--- config.mk ---
export PLATFORM = sky130hd
export DESIGN_NAME = relu_maxpool
export DESIGN_NICKNAME = d
export VERILOG_FILES = /design/src/rtl/relu_maxpool.sv
export SDC_FILE = /design/constraint.sdc
export NUM_CORES = 1
export LEC_CHECK = 0
export BUFFER_PORTS_ARGS = -buffer_cell sky130_fd_sc_hd__buf_2
export CORE_MARGIN = 8
export CORE_UTILIZATION = 45
export CTS_BUF_LIST = sky130_fd_sc_hd__clkbuf_16
export DETAILED_ROUTE_END_ITERATION = 8
export GPL_ROUTABILITY_DRIVEN = 0
export PLACE_DENSITY = 0.71
export SLEW_MARGIN = 0
export SYNTH_ARGS = -nofsm -noshare
export SYNTH_HDL_FRONTEND = slang
export SYNTH_SLANG_ARGS = --single-unit
--- constraint.sdc ---
create_clock -name clk -period 4.45 [get_ports clk]
set_clock_uncertainty 0.1 [all_clocks]
set_input_delay 0.89 -clock clk [delete_from_list [all_inputs] [get_ports clk]]
set_output_delay 0.89 -clock clk [all_outputs]
set_load 0.1 [all_outputs]
--- src/rtl/relu_maxpool.sv ---
// ReLU + 2x2 max pooling for one systolic-array column, with a small output FIFO.
// Pooled pixels leave through a valid/ready handshake; upstream overruns are flagged.
module relu_maxpool #(
    parameter int FIFO_DEPTH = 8,
    parameter bit RELU_EN    = 1'b1
) (
    input  logic              clk,
    input  logic              rst_n,
    input  logic              conv_valid_i,
    input  logic              conv_last_i,
    input  logic signed [7:0] conv_data_i,
    input  logic              clr_i,
    output logic              out_valid_o,
    input  logic              out_ready_i,
    output logic signed [7:0] out_data_o,
    output logic              out_last_o,
    output logic [7:0]        out_index_o,
    output logic              busy_o,
    output logic              overflow_o,
    output logic              frame_err_o
);
    localparam int AW = $clog2(FIFO_DEPTH);
    localparam logic [AW:0] FULL_CNT = (AW+1)'(FIFO_DEPTH);

    typedef enum logic [1:0] {S_IDLE, S_RUN, S_DRAIN} state_t;

    state_t            state_q;
    logic [1:0]        bcnt_q;
    logic signed [7:0] max_q;
    logic [7:0]        idx_q;
    logic              overflow_q;
    logic              frame_err_q;

    logic [16:0]       mem_q [FIFO_DEPTH];
    logic [AW-1:0]     wr_ptr_q;
    logic [AW-1:0]     rd_ptr_q;
    logic [AW:0]       count_q;

    logic signed [7:0] relu_v;
    logic signed [7:0] cur_max;
    logic              push;
    logic              push_last;
    logic              pop;
    logic              full;
    logic              accept;
    logic              drop;
    logic [16:0]       head;

    always_comb begin
        relu_v    = (RELU_EN && conv_data_i[7]) ? 8'sd0 : conv_data_i;
        cur_max   = (bcnt_q == 2'd0 || relu_v > max_q) ? relu_v : max_q;
        push      = conv_valid_i && (bcnt_q == 2'd3 || conv_last_i);
        push_last = conv_valid_i && conv_last_i;
        pop       = (count_q != '0) && out_ready_i;
        full      = (count_q == FULL_CNT);
        // A simultaneous pop frees the slot, so a full FIFO can still take the push.
        accept    = push && (!full || pop);
        drop      = push && !accept;
    end

    always_ff @(posedge clk) begin
        if (accept) begin
            mem_q[wr_ptr_q] <= {cur_max, conv_last_i, idx_q};
        end
    end

    always_ff @(posedge clk) begin
        if (!rst_n) begin
            wr_ptr_q <= '0;
            rd_ptr_q <= '0;
            count_q  <= '0;
        end else begin
            if (accept) wr_ptr_q <= wr_ptr_q + 1'b1;
            if (pop)    rd_ptr_q <= rd_ptr_q + 1'b1;
            case ({accept, pop})
                2'b10:   count_q <= count_q + 1'b1;
                2'b01:   count_q <= count_q - 1'b1;
                default: count_q <= count_q;
            endcase
        end
    end

    always_ff @(posedge clk) begin
        if (!rst_n) begin
            state_q     <= S_IDLE;
            bcnt_q      <= 2'd0;
            max_q       <= 8'sd0;
            idx_q       <= 8'd0;
            overflow_q  <= 1'b0;
            frame_err_q <= 1'b0;
        end else begin
            if (conv_valid_i) begin
                max_q  <= cur_max;
                bcnt_q <= conv_last_i ? 2'd0 : bcnt_q + 2'd1;
            end
            // Clear first so that a coincident set event takes priority.
            if (clr_i) begin
                overflow_q  <= 1'b0;
                frame_err_q <= 1'b0;
                idx_q       <= 8'd0;
            end
            if (push)                                    idx_q       <= conv_last_i ? 8'd0 : idx_q + 8'd1;
            if (drop)                                    overflow_q  <= 1'b1;
            if (push_last && bcnt_q != 2'd3)             frame_err_q <= 1'b1;

            case (state_q)
                S_IDLE: begin
                    if (conv_valid_i) state_q <= push_last ? S_DRAIN : S_RUN;
                end
                S_RUN: begin
                    if (push_last) state_q <= S_DRAIN;
                end
                S_DRAIN: begin
                    if (conv_valid_i)         state_q <= push_last ? S_DRAIN : S_RUN;
                    else if (count_q == '0)   state_q <= S_IDLE;
                end
                default: state_q <= S_IDLE;
            endcase
        end
    end

    always_comb begin
        head        = mem_q[rd_ptr_q];
        out_valid_o = (count_q != '0);
        out_data_o  = out_valid_o ? head[16:9] : 8'sd0;
        out_last_o  = out_valid_o ? head[8]    : 1'b0;
        out_index_o = out_valid_o ? head[7:0]  : 8'd0;
        busy_o      = (state_q != S_IDLE) || (count_q != '0);
        overflow_o  = overflow_q;
        frame_err_o = frame_err_q;
    end
endmodule

Yosys cells after proc, flatten, opt, wreduce, memory -nomap -nowiden
Memory sizes are Yosys's and may differ from the RTL's. A register that Yosys moved wholly into a read port is not among the register bits. Index checks and enable logic that the tools add are counted. Widths: inputs -> output; s select.

Register bits after elaboration: 32. Memory bits (writable): 136. Word-level logic and storage cells: 72. Memories kept: 1.

Memories: mem_q (words 8, bits a word 17, rd ports 1, clocked after memory_dff 1, write ports 1, line 34) `logic [16:0] mem_q [FIFO_DEPTH];`.

Add/sub/neg operators: 6. Order comparisons: 1. Eq/ne operators: 10. Multiplexer cells: 23. Reduce and logical (&&, ||, !) cells: 22.

Operators with widths (number): $mux 8 (6); $mux 2 (6); $reduce_bool 2->1 (5); $add 8x1->8 const B (1); $gt 8x8->1 (1); $pmux 4 s2 (1); $mux 7 (1); $add 3x1->3 const B (2); $eq 2x2->1 const B (3); $logic_and 1x1->1 (6); $mux 1 (6); $mux 3 (2); $ne 2x2->1 const B (3); $pmux 2 s3 (1); $add 4x1->4 const B (1); $eq 2x1->1 const B (2); $eq 4x4->1 const B (1); $logic_not 2->1 (2); $logic_not 4->1 (1); $logic_or 1x1->1 (4); $reduce_bool 4->1 (1); $sub 4x1->4 const B (1); $ne 3x3->1 const B (1); $reduce_and 3->1 (1); other kinds (2) (3).

Longest topological paths before layout
Depth after elaboration: 7. Mapped depth: 11. Gate-level depth less buffers: 11.

Least setup slack after synthesis
No wires, ideal clock.

Path type: input to register. Start: input port conv_valid_i. End: memory mem_q[0][0] (enable). Arrival: 3.325 ns. Required time: 3.915 ns. Setup slack: 0.590 ns. Stages on the path: 4. Path through: clkbuf_1 -> o21a_1 -> o21ai_0 -> nor4_1.

Longest elaborated chain between the ends: 4.

RTL lines: from (decl) (line 9) `input logic conv_valid_i,`; $logic_and 1x1->1 (line 52) `push = conv_valid_i && (bcnt_q == 2'd3 || conv_last_i);`; $logic_and 1x1->1 (line 57) `accept = push && (!full || pop);`; $mux 1 (line 62) `if (accept) begin`; $mux 1 (not written as such) (line 63) `mem_q[wr_ptr_q] <= {cur_max, conv_last_i, idx_q};`; to (decl) (line 34).

Every way passes these cells.

==> results.txt <==
Die footprint: 20,240 um^2
Ant. Diodes: 0
Vias in the first global route: 4,091
Crit-path max FO: 20
# IOs: 35
Synth top area share: 56.93%
Simple-gate share of the synthesized area: 8.599%
First drt pass iteration count: 5
Post-CTS Resized: 0
Min-delay worst type: register to register
Seq cells post-synth: 171
Post-synthesis sequential area ratio: 66.70%
Top delay family on crit path: flip-flops
Distinct cell type count after synthesis: 50
Max Root-Sink Buffers: 2
# DRC: 0
Xor/xnor cell area share of the yosys netlist: 0.7326%
Crit. End Element: output pin
Netlist Area Pre-Place: 7173 um^2
Synth Instances: 454
Final setup vio count: 0
Max-slew headroom: 43.53%
GRT Util Overall: 14.72%
Critical path required time: 3460 ps
Starting DRC count in detailed routing: 262
Top-count cell post-synth: edfxtp_1
Setup_tns: 0 ps
# port buffers: 34
TritonCTS Buffers: 17
Final hold violation count: 0
Global-route wire length before repair: 22,070 um
Total gr overflow: 0
Synth Area in Compound Gates: 3.680%
Largest net degree at the start of global routing: 41
Worst-Skew Late Latency: 430 ps
Leakage power: 2.940 nW
Worst EP arrival: 2630 ps
Clock-pin slew of the registers on the worst-case setup and hold paths: 60 ps
Most frequent cells after synthesis: edfxtp_1, dfxtp_1, mux4_2
Routed vias/inst: 5.310
Initial antenna violation count: 0
Initial core utilization: 45.65%
Setup crit start kind: register
Peak Freq: 276.5 MHz
Area contributors post-synth: edfxtp_1, mux4_2, dfxtp_1
Final worst path period share: 81.28%
# clock sinks: 171
Area growth, synth to finish: 15.14%
Top_reg_cell synth: edfxtp_1
Postcts setup bufs: 0
Die Y: 142.3 um
Max cap viols: 0
CP bufs+invs: 2
Post-layout min period: 3617 ps
Hold-fix buffers, CTS: 0
PwrDens: 598.8 nW/um^2
Core area: 15,710 um^2
Mean Syn Cell Area: 15.80 um^2
Status: completed
Worst Tran Pin Value: 838.2 ps
Yosys warns: 0
Max VDD drop: 0.6664 mV
WS Path Type: register to output pin
Cell Chain, Critical Path: buf_4 > mux4_2 > mux2i_1 > nor2_1 > buf_2
H-tree levels: 4
Final nets: 535
Post-synth EDFFs: 136
RSZ-0062 raised after global routing: no
Largest family of logic cells by synthesized area: multiplexers
Util after Layout: 52.56%
Clk root buf: clkbuf_16
Antenna Nets Post-Route: 0
Row count: 46
Vias after detailed routing: 3,903
DP HPWL: 8771 um
Width of the die: 142.3 um
Slowest stage delay, CP: 780 ps
Multiplexer share of the synthesized area: 15.54%
Slowest-stage cell, CP: dfxtp_2
Adder-Cell Fraction of Synth Area: 2.721%
Fin. max-slew vios: 0
Async SR Flop Fraction: 0%
Final wirelength: 13,850 um
CTS tree: yes
Post-DR wirelength/cell: 18.84 um
Cell taking the most area after synthesis: edfxtp_1
Layout cells sized above 1: 24.86%
## layer usage
metal | track usage (%) | up-vias | routed length (um) | share of wire (%)
met1 | 17.78 | 1962 | 6006 | 43
li1 | - | 1835 | - | -
met5 | 0 | - | 0 | 0
met3 | 4.428 | 18 | 743 | 5.4
met2 | 24.24 | 88 | 6879 | 50
met4 | 5.879 | 0 | 218 | 1.6
## path summary, 6_finish.rpt
path | from | to | slack, ps | cells past startpoint
setup reg to reg | count_q[0] | count_q[3] | 1540 | 11
hold reg to reg | max_q[7] | max_q[7] | 350 | 2
setup / recovery | register | out_index_o[1] | 830 | 5
hold / removal | max_q[7] | max_q[7] | 350 | 2
## cell usage in the layout (no fill, tap or decap), types with 4 or more instances in the layout
| master | netlist | final |
|---|---|---|
| edfxtp_1 | 136 | 136 |
| mux4_2 | 34 | 34 |
| dfxtp_1 | 35 | 34 |
| buf_2 | 6 | 34 |
| nor2_1 | 29 | 29 |
| mux2i_1 | 27 | 27 |
| nand2_1 | 27 | 27 |
| clkbuf_16 | 0 | 17 |
| nor2b_1 | 16 | 16 |
| inv_1 | 13 | 15 |
| ha_1 | 14 | 14 |
| buf_4 | 0 | 12 |
| o21ai_0 | 11 | 11 |
| and2_1 | 11 | 11 |
| conb_1 | 1 | 8 |
| mux2_2 | 7 | 7 |
| a21oi_1 | 6 | 6 |
| nand4_1 | 6 | 6 |
| a31oi_1 | 5 | 5 |
| xnor2_1 | 5 | 5 |
| clkinv_2 | 0 | 5 |
| nor3_2 | 0 | 4 |
| nand3_1 | 4 | 4 |
## kinds of logic after synthesis
group           after synthesis
flops                       171
fa+ha+maj                    15
xor+xnor                      6
mux                          68
simple gates                117
compound gates               41
buf+inv                      35
other cells                   1
## tightest hold or removal path, stage by stage, from the launching register on
cell and delay (ps):
dfxtp_1 320, nand2_1 60, nor2_1 30
## where the power goes
group          total (mW)  switching [mW]  internal (mW)
Clock                1.45           0.582          0.871
Sequential           1.85          0.0765           1.77
Combinational        1.65            1.23          0.413
## final cells by class
cell class / count / area, um^2
fillers: 1280 / 7453
flip-flops and latches: 171 / 4786
multi-input cells: 255 / 2300
clock buffers: 17 / 425.4
well taps: 216 / 270.3
repair buffers: 46 / 260.3
clock inverters: 15 / 158.9
inverters: 15 / 58.81
## stage by stage
stage | power [mW] | cells | worst slack (ps) | hold WS [ps] | area [um^2]
2_1_floorplan | 3.262 | 461 | 590.0 | 317.2 | 7199
3_3_place_gp | 3.520 | 703 | 1152 | 335.3 | 7675
3_5_place_dp | 3.550 | 703 | 1096 | 337.0 | 7675
4_1_cts | 5.001 | 735 | 748.6 | 345.7 | 8259
5_1_grt | 5.139 | 735 | 620.1 | 397.9 | 8259
6_report | 4.945 | 735 | 833.2 | 345.3 | 8259
## sequential cells by signal, summed over array words and instances (netlist names), named ones only
name	flops
mem_q	136
bcnt_q	2
rd_ptr_q	3
count_q	4
wr_ptr_q	3
state_q	2
frame_err_o	1
max_q	8
idx_q	8
overflow_o	1
(Power assumes the default switching activity.)
